[src/rtl/mc_alu.sv]
// mc_alu: multi-cycle ALU. Logic, shift and add/sub ops complete in one
// registered cycle. Multiply and divide iterate one bit per cycle into the
// HI/LO registers and use a start/busy/done handshake.
module mc_alu #(
  parameter int unsigned WIDTH = 32
) (
  input  logic             clk,
  input  logic             reset,
  input  logic             start,
  input  logic [3:0]       op,
  input  logic             sgn,
  input  logic [WIDTH-1:0] a,
  input  logic [WIDTH-1:0] b,
  output logic [WIDTH-1:0] y,
  output logic [WIDTH-1:0] hi,
  output logic [WIDTH-1:0] lo,
  output logic [3:0]       flags,
  output logic             dz,
  output logic             busy,
  output logic             done
);

  localparam int unsigned SHW = $clog2(WIDTH);
  localparam int unsigned CW  = $clog2(WIDTH + 1);
  localparam int unsigned W2  = 2 * WIDTH;
  localparam logic [WIDTH-1:0] ONE_W  = WIDTH'(1);
  localparam logic [W2-1:0]    ONE_2W = W2'(1);

  typedef enum logic [3:0] {
    OP_PASS = 4'h0, OP_ADD  = 4'h1, OP_SUB  = 4'h2, OP_MULT = 4'h3,
    OP_DIV  = 4'h4, OP_AND  = 4'h5, OP_OR   = 4'h6, OP_NOR  = 4'h7,
    OP_SRL  = 4'h8, OP_SLL  = 4'h9, OP_SRA  = 4'hA, OP_LUI  = 4'hB,
    OP_MFHI = 4'hC, OP_MFLO = 4'hD, OP_MTHI = 4'hE, OP_MTLO = 4'hF
  } op_e;

  typedef enum logic {
    S_IDLE,
    S_ITER
  } state_e;

  // Architectural and iteration registers
  state_e           r_state;
  logic [CW-1:0]    r_cnt;
  logic [WIDTH-1:0] r_y, r_hi, r_lo;
  logic [3:0]       r_flags;
  logic             r_dz, r_busy, r_done;
  logic [WIDTH-1:0] r_hreg;    // partial product upper half / partial remainder
  logic [WIDTH-1:0] r_lreg;    // multiplier / dividend shifting into quotient
  logic [WIDTH-1:0] r_dv;      // multiplicand / divisor magnitude
  logic [WIDTH-1:0] r_a_save;  // raw dividend, returned as HI on divide by zero
  logic             r_is_div, r_neg_q, r_neg_r, r_bzero;

  // Single-cycle datapath
  op_e              w_op;
  logic [SHW-1:0]   w_sh;
  logic [WIDTH:0]   w_sum, w_diff;
  logic [WIDTH-1:0] w_y;
  logic             w_c, w_v, w_z, w_n, w_upd_y, w_long;

  assign w_op   = op_e'(op);
  assign w_sh   = a[SHW-1:0];
  assign w_sum  = {1'b0, a} + {1'b0, b};
  assign w_diff = {1'b0, a} - {1'b0, b};
  assign w_long = (w_op == OP_MULT) || (w_op == OP_DIV);

  // Operand magnitudes for the iterative unit
  logic [WIDTH-1:0] w_amag, w_bmag;
  assign w_amag = (sgn && a[WIDTH-1]) ? (~a) + ONE_W : a;
  assign w_bmag = (sgn && b[WIDTH-1]) ? (~b) + ONE_W : b;

  // Iteration step and final sign correction
  logic [WIDTH:0]   w_msum, w_dshr, w_dtrial;
  logic [W2-1:0]    w_prod, w_prod_fix;
  logic [WIDTH-1:0] w_q_fix, w_r_fix;

  assign w_msum     = {1'b0, r_hreg} + {1'b0, (r_lreg[0] ? r_dv : '0)};
  assign w_dshr     = {r_hreg, r_lreg[WIDTH-1]};
  assign w_dtrial   = w_dshr - {1'b0, r_dv};
  assign w_prod     = {r_hreg, r_lreg};
  assign w_prod_fix = r_neg_q ? (~w_prod) + ONE_2W : w_prod;
  assign w_q_fix    = r_neg_q ? (~r_lreg) + ONE_W : r_lreg;
  assign w_r_fix    = r_neg_r ? (~r_hreg) + ONE_W : r_hreg;

  // Result and flag selection for the single-cycle operations
  always_comb begin
    w_y     = b;
    w_c     = r_flags[3];
    w_v     = r_flags[0];
    w_upd_y = 1'b1;
    case (w_op)
      OP_PASS: w_y = b;
      OP_ADD: begin
        w_y = w_sum[WIDTH-1:0];
        w_c = w_sum[WIDTH];
        w_v = sgn ? ((a[WIDTH-1] == b[WIDTH-1]) && (w_sum[WIDTH-1] != a[WIDTH-1]))
                  : w_sum[WIDTH];
      end
      OP_SUB: begin
        w_y = w_diff[WIDTH-1:0];
        w_c = w_diff[WIDTH];
        w_v = sgn ? ((a[WIDTH-1] != b[WIDTH-1]) && (w_diff[WIDTH-1] != a[WIDTH-1]))
                  : w_diff[WIDTH];
      end
      OP_AND:  w_y = a & b;
      OP_OR:   w_y = a | b;
      OP_NOR:  w_y = ~(a | b);
      OP_SRL:  w_y = b >> w_sh;
      OP_SLL:  w_y = b << w_sh;
      OP_SRA:  w_y = $signed(b) >>> w_sh;
      OP_LUI:  w_y = b << (WIDTH / 2);
      OP_MFHI: w_y = r_hi;
      OP_MFLO: w_y = r_lo;
      default: w_upd_y = 1'b0;
    endcase
    w_z = (w_y == '0);
    w_n = w_y[WIDTH-1];
  end

  // Control FSM plus all architectural state
  always_ff @(posedge clk or posedge reset) begin
    if (reset) begin
      r_state  <= S_IDLE;
      r_cnt    <= '0;
      r_y      <= '0;
      r_hi     <= '0;
      r_lo     <= '0;
      r_flags  <= '0;
      r_dz     <= 1'b0;
      r_busy   <= 1'b0;
      r_done   <= 1'b0;
      r_hreg   <= '0;
      r_lreg   <= '0;
      r_dv     <= '0;
      r_a_save <= '0;
      r_is_div <= 1'b0;
      r_neg_q  <= 1'b0;
      r_neg_r  <= 1'b0;
      r_bzero  <= 1'b0;
    end else begin
      r_done <= 1'b0;
      case (r_state)
        S_IDLE: begin
          if (start) begin
            if (w_long) begin
              r_state  <= S_ITER;
              r_busy   <= 1'b1;
              r_cnt    <= '0;
              r_is_div <= (w_op == OP_DIV);
              r_hreg   <= '0;
              r_lreg   <= w_amag;
              r_dv     <= w_bmag;
              r_a_save <= a;
              r_neg_q  <= sgn & (a[WIDTH-1] ^ b[WIDTH-1]);
              r_neg_r  <= sgn & a[WIDTH-1];
              r_bzero  <= (b == '0);
            end else begin
              r_done <= 1'b1;
              if (w_upd_y) begin
                r_y     <= w_y;
                r_flags <= {w_c, w_z, w_n, w_v};
              end
              if (w_op == OP_MTHI) r_hi <= a;
              if (w_op == OP_MTLO) r_lo <= a;
            end
          end
        end
        S_ITER: begin
          if (r_cnt == CW'(WIDTH)) begin
            // Final cycle: all WIDTH steps are done, apply signs and publish
            if (!r_is_div) begin
              {r_hi, r_lo} <= w_prod_fix;
            end else if (r_bzero) begin
              r_lo <= '1;
              r_hi <= r_a_save;
              r_dz <= 1'b1;
            end else begin
              r_lo <= w_q_fix;
              r_hi <= w_r_fix;
              r_dz <= 1'b0;
            end
            r_busy  <= 1'b0;
            r_done  <= 1'b1;
            r_state <= S_IDLE;
          end else begin
            r_cnt <= r_cnt + CW'(1);
            if (!r_is_div) begin
              r_hreg <= w_msum[WIDTH:1];
              r_lreg <= {w_msum[0], r_lreg[WIDTH-1:1]};
            end else if (!w_dtrial[WIDTH]) begin
              r_hreg <= w_dtrial[WIDTH-1:0];
              r_lreg <= {r_lreg[WIDTH-2:0], 1'b1};
            end else begin
              r_hreg <= w_dshr[WIDTH-1:0];
              r_lreg <= {r_lreg[WIDTH-2:0], 1'b0};
            end
          end
        end
        default: r_state <= S_IDLE;
      endcase
    end
  end

  assign y     = r_y;
  assign hi    = r_hi;
  assign lo    = r_lo;
  assign flags = r_flags;
  assign dz    = r_dz;
  assign busy  = r_busy;
  assign done  = r_done;

endmodule
[config.mk]
export PLATFORM = sky130hd
export DESIGN_NAME = mc_alu
export DESIGN_NICKNAME = d
export VERILOG_FILES = /design/src/rtl/mc_alu.sv
export SDC_FILE = /design/constraint.sdc
export NUM_CORES = 2
export LEC_CHECK = 0
export BUFFER_PORTS_ARGS = -buffer_cell sky130_fd_sc_hd__buf_4
export CAP_MARGIN = 20
export CORE_ASPECT_RATIO = 1.2
export CORE_MARGIN = 2
export CORE_UTILIZATION = 67
export DETAILED_ROUTE_END_ITERATION = 10
export GPL_TIMING_DRIVEN = 0
export PLACE_DENSITY = 0.88
export SETUP_SLACK_MARGIN = 0.05
export SYNTH_ARGS = -nofsm -noshare
export SYNTH_HDL_FRONTEND = slang
export SYNTH_SLANG_ARGS = --single-unit
export TNS_END_PERCENT = 100
[constraint.sdc]
create_clock -name clk -period 15.2 [get_ports clk]
set_input_delay 3.04 -clock clk [delete_from_list [all_inputs] [get_ports clk]]
set_output_delay 3.04 -clock clk [all_outputs]
set_load 0.02 [all_outputs]
==> qor.csv, run 1 <==
stage;metric;value;unit
logic_synthesis;syn_area_per_cell;7.48;sq um
logic_synthesis;synth_flop_cell;dfrtp_1;
grt;overflow;29;
clocking;htree_levels;1;
clocking;cts_hold_buf;0;
clocking;cts_resized;0;
die;ios;175;
outcome;status;stopped before the end;
logic_synthesis;synth_nets;4073;
clocking;cts_sinks;241;
logic_synthesis;yosys.area.top_type;dfrtp_1;
die;die_x;193;microns
grt;grt_pass1_vias;36011;
logic_synthesis;ys_seq_area_frac;0.211;
logic_synthesis;synth_edf_count;0;
grt;grt_pass1_wl;232000;microns
logic_synthesis;synth_common_cells;506 x nand2_1, 416 x o21ai_0, 346 x nor2_1;
clocking;postCtsSetupBuffers;0;
logic_synthesis;ys_types;88;
logic_synthesis;yosysMostFrequentCell;nand2_1;
clocking;cts_made_buffers;27;
die;die_h;230;microns
logic_synthesis;ys_ff_latch;241;
outcome;haltStage;global routing (5_1_grt);
logic_synthesis;synth.cell_area;28600;sq um
logic_synthesis;ys_top_cells_by_area;dfrtp_1 21%, ha_1 7.7%, o21ai_0 7.3%;
logic_synthesis;async_reset_ff_frac;1.00;
grt;grt_max_degree;97;
place;io_buffers;173;
grt;grtUsageTotal;0.707;
die;num_rows;82;
die;start_util;0.681;
logic_synthesis;synth_cells;3821;
place;globalplace.congestion;1.57;
outcome;error_line;[ERROR GRT-0116] Global routing finished with congestion. Check the congestion regions in the DRC Viewer.;
clocking;cts_max_path_buffers;3;
clocking;ctsRootBufferMaster;clkbuf_16;
logic_synthesis;yosys_warnings;0;
logic_synthesis;netlist.area_leader.share;0.211;
place;dpl.hpwl;108000;microns
[cell families after synthesis]
logic type | after synthesis | share of synthesized area
adder cells (fa/ha/maj) | 180 | 0.0799
AND/OR/NAND/NOR | 1251 | 0.198
buffers and inverters | 472 | 0.0642
XOR/XNOR | 190 | 0.0583
flip-flops | 241 | 0.211
multiplexers | 191 | 0.0981
AO/OA/AOI/OAI | 1296 | 0.290
[metal layers]
layer	GRT usage	overflow
met1	0.711	1
met2	0.851	14
met3	0.589	0
met4	0.660	14
met5	0.294	0
[metrics by stage]
step	setup WS [ns]	utilization	cells	instance area (sq um)	hold slack, ns
after CTS	6.64	0.752	4593	31600	0.479
after detailed placement	6.10	0.730	4543	30600	0.463
after global placement	2.92	0.728	4540	30500	0.457
after floorplan	5.54	-	3821	28600	0.445
==> inputs of run 2 (changes only) <==
--- a/config.mk
+++ b/config.mk
@@ -7,13 +7,11 @@
 export LEC_CHECK = 0
 export BUFFER_PORTS_ARGS = -buffer_cell sky130_fd_sc_hd__buf_4
 export CAP_MARGIN = 20
-export CORE_ASPECT_RATIO = 1.2
 export CORE_MARGIN = 2
-export CORE_UTILIZATION = 67
+export CORE_UTILIZATION = 40
 export DETAILED_ROUTE_END_ITERATION = 10
 export GPL_TIMING_DRIVEN = 0
-export PLACE_DENSITY = 0.88
-export SETUP_SLACK_MARGIN = 0.05
+export PLACE_DENSITY_LB_ADDON = 0.15
 export SYNTH_ARGS = -nofsm -noshare
 export SYNTH_HDL_FRONTEND = slang
 export SYNTH_SLANG_ARGS = --single-unit
==> run 2 against run 1 <==
The run now ends clean; synthesized cell count unchanged; area after synthesis unchanged.
==> qor.csv, run 2 <==
stage;metric;value;unit;change
outcome;status;finished, final reports clean;;was stopped before the end
logic_synthesis;ys_types;88;;unchanged
timing;finClkSkew;0.0825;ns;
clocking;cts_max_path_buffers;3;;unchanged
logic_synthesis;ys_seq_area_frac;0.211;;unchanged
timing;finalSetupTns;0;ns;
pwr;powerDensity;187;nW/um^2;
timing;fin_crit_sh;0.664;;
die;ios;175;;unchanged
critical_path;startpoint;a[4];;
place;io_buffers;173;;unchanged
min_path;hold_end;y[11];;
critical_path;crit_path_max_fanout;10;;
critical_path;rr_startpoint;r_lreg[31];;
logic_synthesis;synth_edf_count;0;;unchanged
timing;worst_pin_slew;1.44;ns;
logic_synthesis;synth.cell_area;28600;sq um;unchanged
die;die_h;271;microns;was 230 microns
logic_synthesis;yosys_warnings;0;;unchanged
clocking;cts_made_buffers;30;;was 27
clocking;cts_tree;yes;;
logic_synthesis;ys_ff_latch;241;;unchanged
timing;finalSetupViolations;0;;
logic_synthesis;synth_cells;3821;;unchanged
clocking;htree_levels;1;;unchanged
grt;grtUsageTotal;0.482;;
die;die_x;271;microns;was 193 microns
logic_synthesis;syn_area_per_cell;7.48;sq um;unchanged
die;num_rows;97;;was 82
critical_path;crit_path_end_kind;flip-flop;;
logic_synthesis;async_reset_ff_frac;1.00;;unchanged
critical_path;crit_chain;buf_4 -> clkbuf_1 -> clkinv_1 -> clkbuf_1 -> buf_1 -> ha_1 -> clkbuf_1 -> o211ai_1 -> o211ai_1 -> nand2_1 -> o21ai_0 -> a31oi_1 -> o21ai_0 -> a31oi_1 -> xnor2_1 -> nor3_1 -> a31oi_1 -> a21oi_1 -> a22o_1;;
die;start_util;0.406;;was 0.681
clocking;ctsRootBufferMaster;clkbuf_16;;unchanged
pwr;cellLeakagePower;0.0135;uW;
logic_synthesis;ys_top_cells_by_area;dfrtp_1 21%, ha_1 7.7%, o21ai_0 7.3%;;unchanged
routing;drt_iter0_markers;5690;;
routing;wire_per_inst;36.9;microns;
critical_path;path_depth;19;;
timing;max-slew-margin-rel;0.0390;;
final_layout;syn2layout_area_growth;13.3;%;
critical_path;arrival;10.64;ns;
routing;drc;0;;
place;globalplace.congestion;1.09;;was 1.57
place;dpl.hpwl;145000;microns;was 108000 microns
pwr;ir_drop;0.126;mV;
min_path;hp-start;y[11];;
clocking;cts_resized;0;;unchanged
critical_path;r2r_end;r_lreg[0];;
routing;drt_wl_total;185000;microns;
grt;antenna_found_initial;26;;
die;fp.coreArea;70400;sq um;
grt;grt_pass1_vias;31974;;
die;die_area;73600;sq um;
final_layout;final_cell_mix;506 x nand2_1, 416 x o21ai_0, 346 x nor2_1;;
critical_path;crit_buf_inv;6;;
routing;final_antenna_net_count;0;;
timing;rsz0062_at_grt;false;;
timing;fmax;99.1;MHz;
timing;hold_violations;0;;
final_layout;fin_util;0.460;;
critical_path;cp_top_family;compound AO/OA/AOI/OAI gates;;
critical_path;rrSetupSlack;8.89;ns;
final_layout;layout-drive-gt1-share;0.100;;
grt;grt_pass1_wl;253000;microns;
logic_synthesis;yosysMostFrequentCell;nand2_1;;unchanged
critical_path;crit_type;input port to flip-flop;;
clocking;clock_latency;0.67;ns;
critical_path;worst-r2r-cell-count;19;;
clocking;path_clk_slew;0.06;ns;
routing;vias;35320;;
final_layout;fin_nets;4292;;
min_path;hold_class;flip-flop to flip-flop;;
critical_path;start_kind;input port;;
critical_path;slowest_stage;a31oi_1;;
logic_synthesis;netlist.area_leader.share;0.211;;unchanged
clocking;postCtsSetupBuffers;0;;unchanged
critical_path;required;15.74;ns;
timing;timing.final.crit_period;10.09;ns;
grt;grt_max_degree;94;;
min_path;min_path_cells;2;;
logic_synthesis;yosys.area.top_type;dfrtp_1;;unchanged
grt;overflow;0;;
run;drv_cap;0;;
routing;avgViaCountPerCell;7.05;;
timing;drv_slew;0;;
final_layout;layout_commonest_cell;nand2_1;;
routing;first_pass_iters;9;;
logic_synthesis;synth_common_cells;506 x nand2_1, 416 x o21ai_0, 346 x nor2_1;;unchanged
logic_synthesis;synth_flop_cell;dfrtp_1;;unchanged
clocking;cts_sinks;241;;unchanged
logic_synthesis;synth_nets;4073;;unchanged
clocking;cts_hold_buf;0;;unchanged
critical_path;cp_slowest_stage_delay;0.74;ns;
==> run 2: through the flow <==
step	power, uW	std cells	cell area, sq um	setup slack [ns]	hold WS, ns
after floorplan	3620	3821	28600	5.54	0.445
after global placement	5030	4934	31000	2.22	0.458
after detailed placement	5050	4943	31200	5.05	0.466
after CTS	5880	4998	32300	5.71	0.481
after global routing	6350	5003	32300	5.23	0.495
final	6060	5009	32400	5.11	0.476
==> run 2: cell families after synthesis <==
logic type / count (synthesis) / synth area share
AOI/OAI and AO/OA: 1296 / 0.290
xor gates and xnor gates: 190 / 0.0583
adders and majority gates: 180 / 0.0799
buffers and inverters: 472 / 0.0642
DFF: 241 / 0.211
muxes: 191 / 0.0981
and+or+nand+nor: 1251 / 0.198
==> run 2: area by class of cell <==
type / instances / area (sq um)
multi-input cells: 3108 / 20700
clock inverters: 21 / 310
clock buffers: 34 / 786
plain buffers: 300 / 1190
inverters: 172 / 653
diodes: 6 / 15.0
flip-flops and latches: 241 / 6030
fillers: 7376 / 38000
repair buffers: 187 / 1480
well taps: 940 / 1180
==> run 2: routing by layer <==
metal	up-vias	GRT usage	part of all wire
met4	40	0.269	0.069
li1	14455	-	-
met1	17131	0.631	0.38
met3	741	0.197	0.15
met2	2953	0.665	0.39
met5	-	0	0.0019
==> run 2: power breakdown <==
part           leakage [uW]  switching [uW]  internal (uW)  total [uW]
Clock              0.000528             345            477         822
Combinational        0.0100            2460           1360        3820
Sequential          0.00299             480            943        1420
Total                0.0135            3280           2780        6060
==> run 2: how the worst max path moves through the flow <==
stage                     endpoint  slack [ns]
after CTS                 flags[0]        5.71
after detailed placement  flags[0]        5.05
after global routing      flags[0]        5.23
after floorplan               busy        5.54
after global placement    flags[3]        2.22
final                     flags[0]        5.11
==> run 2: worst reg2reg max path, cell delays in order, from the launching register on <==
cell      delay (ns)
dfrtp_1         0.35
clkbuf_1        0.28
inv_1           0.29
ha_1            0.24
inv_1           0.07
fa_1            0.43
a211oi_1        0.35
o21ai_0         0.16
a31oi_1         0.53
nor4_1          0.16
nor2_1          0.27
a31oi_1         0.24
a41oi_1         0.48
o31ai_1         0.19
a211oi_1        0.45
clkbuf_1        0.62
clkbuf_1        0.60
nor2_1          0.14
o221ai_1        0.22
o21ai_0         0.12
(Power assumes the default switching activity.)
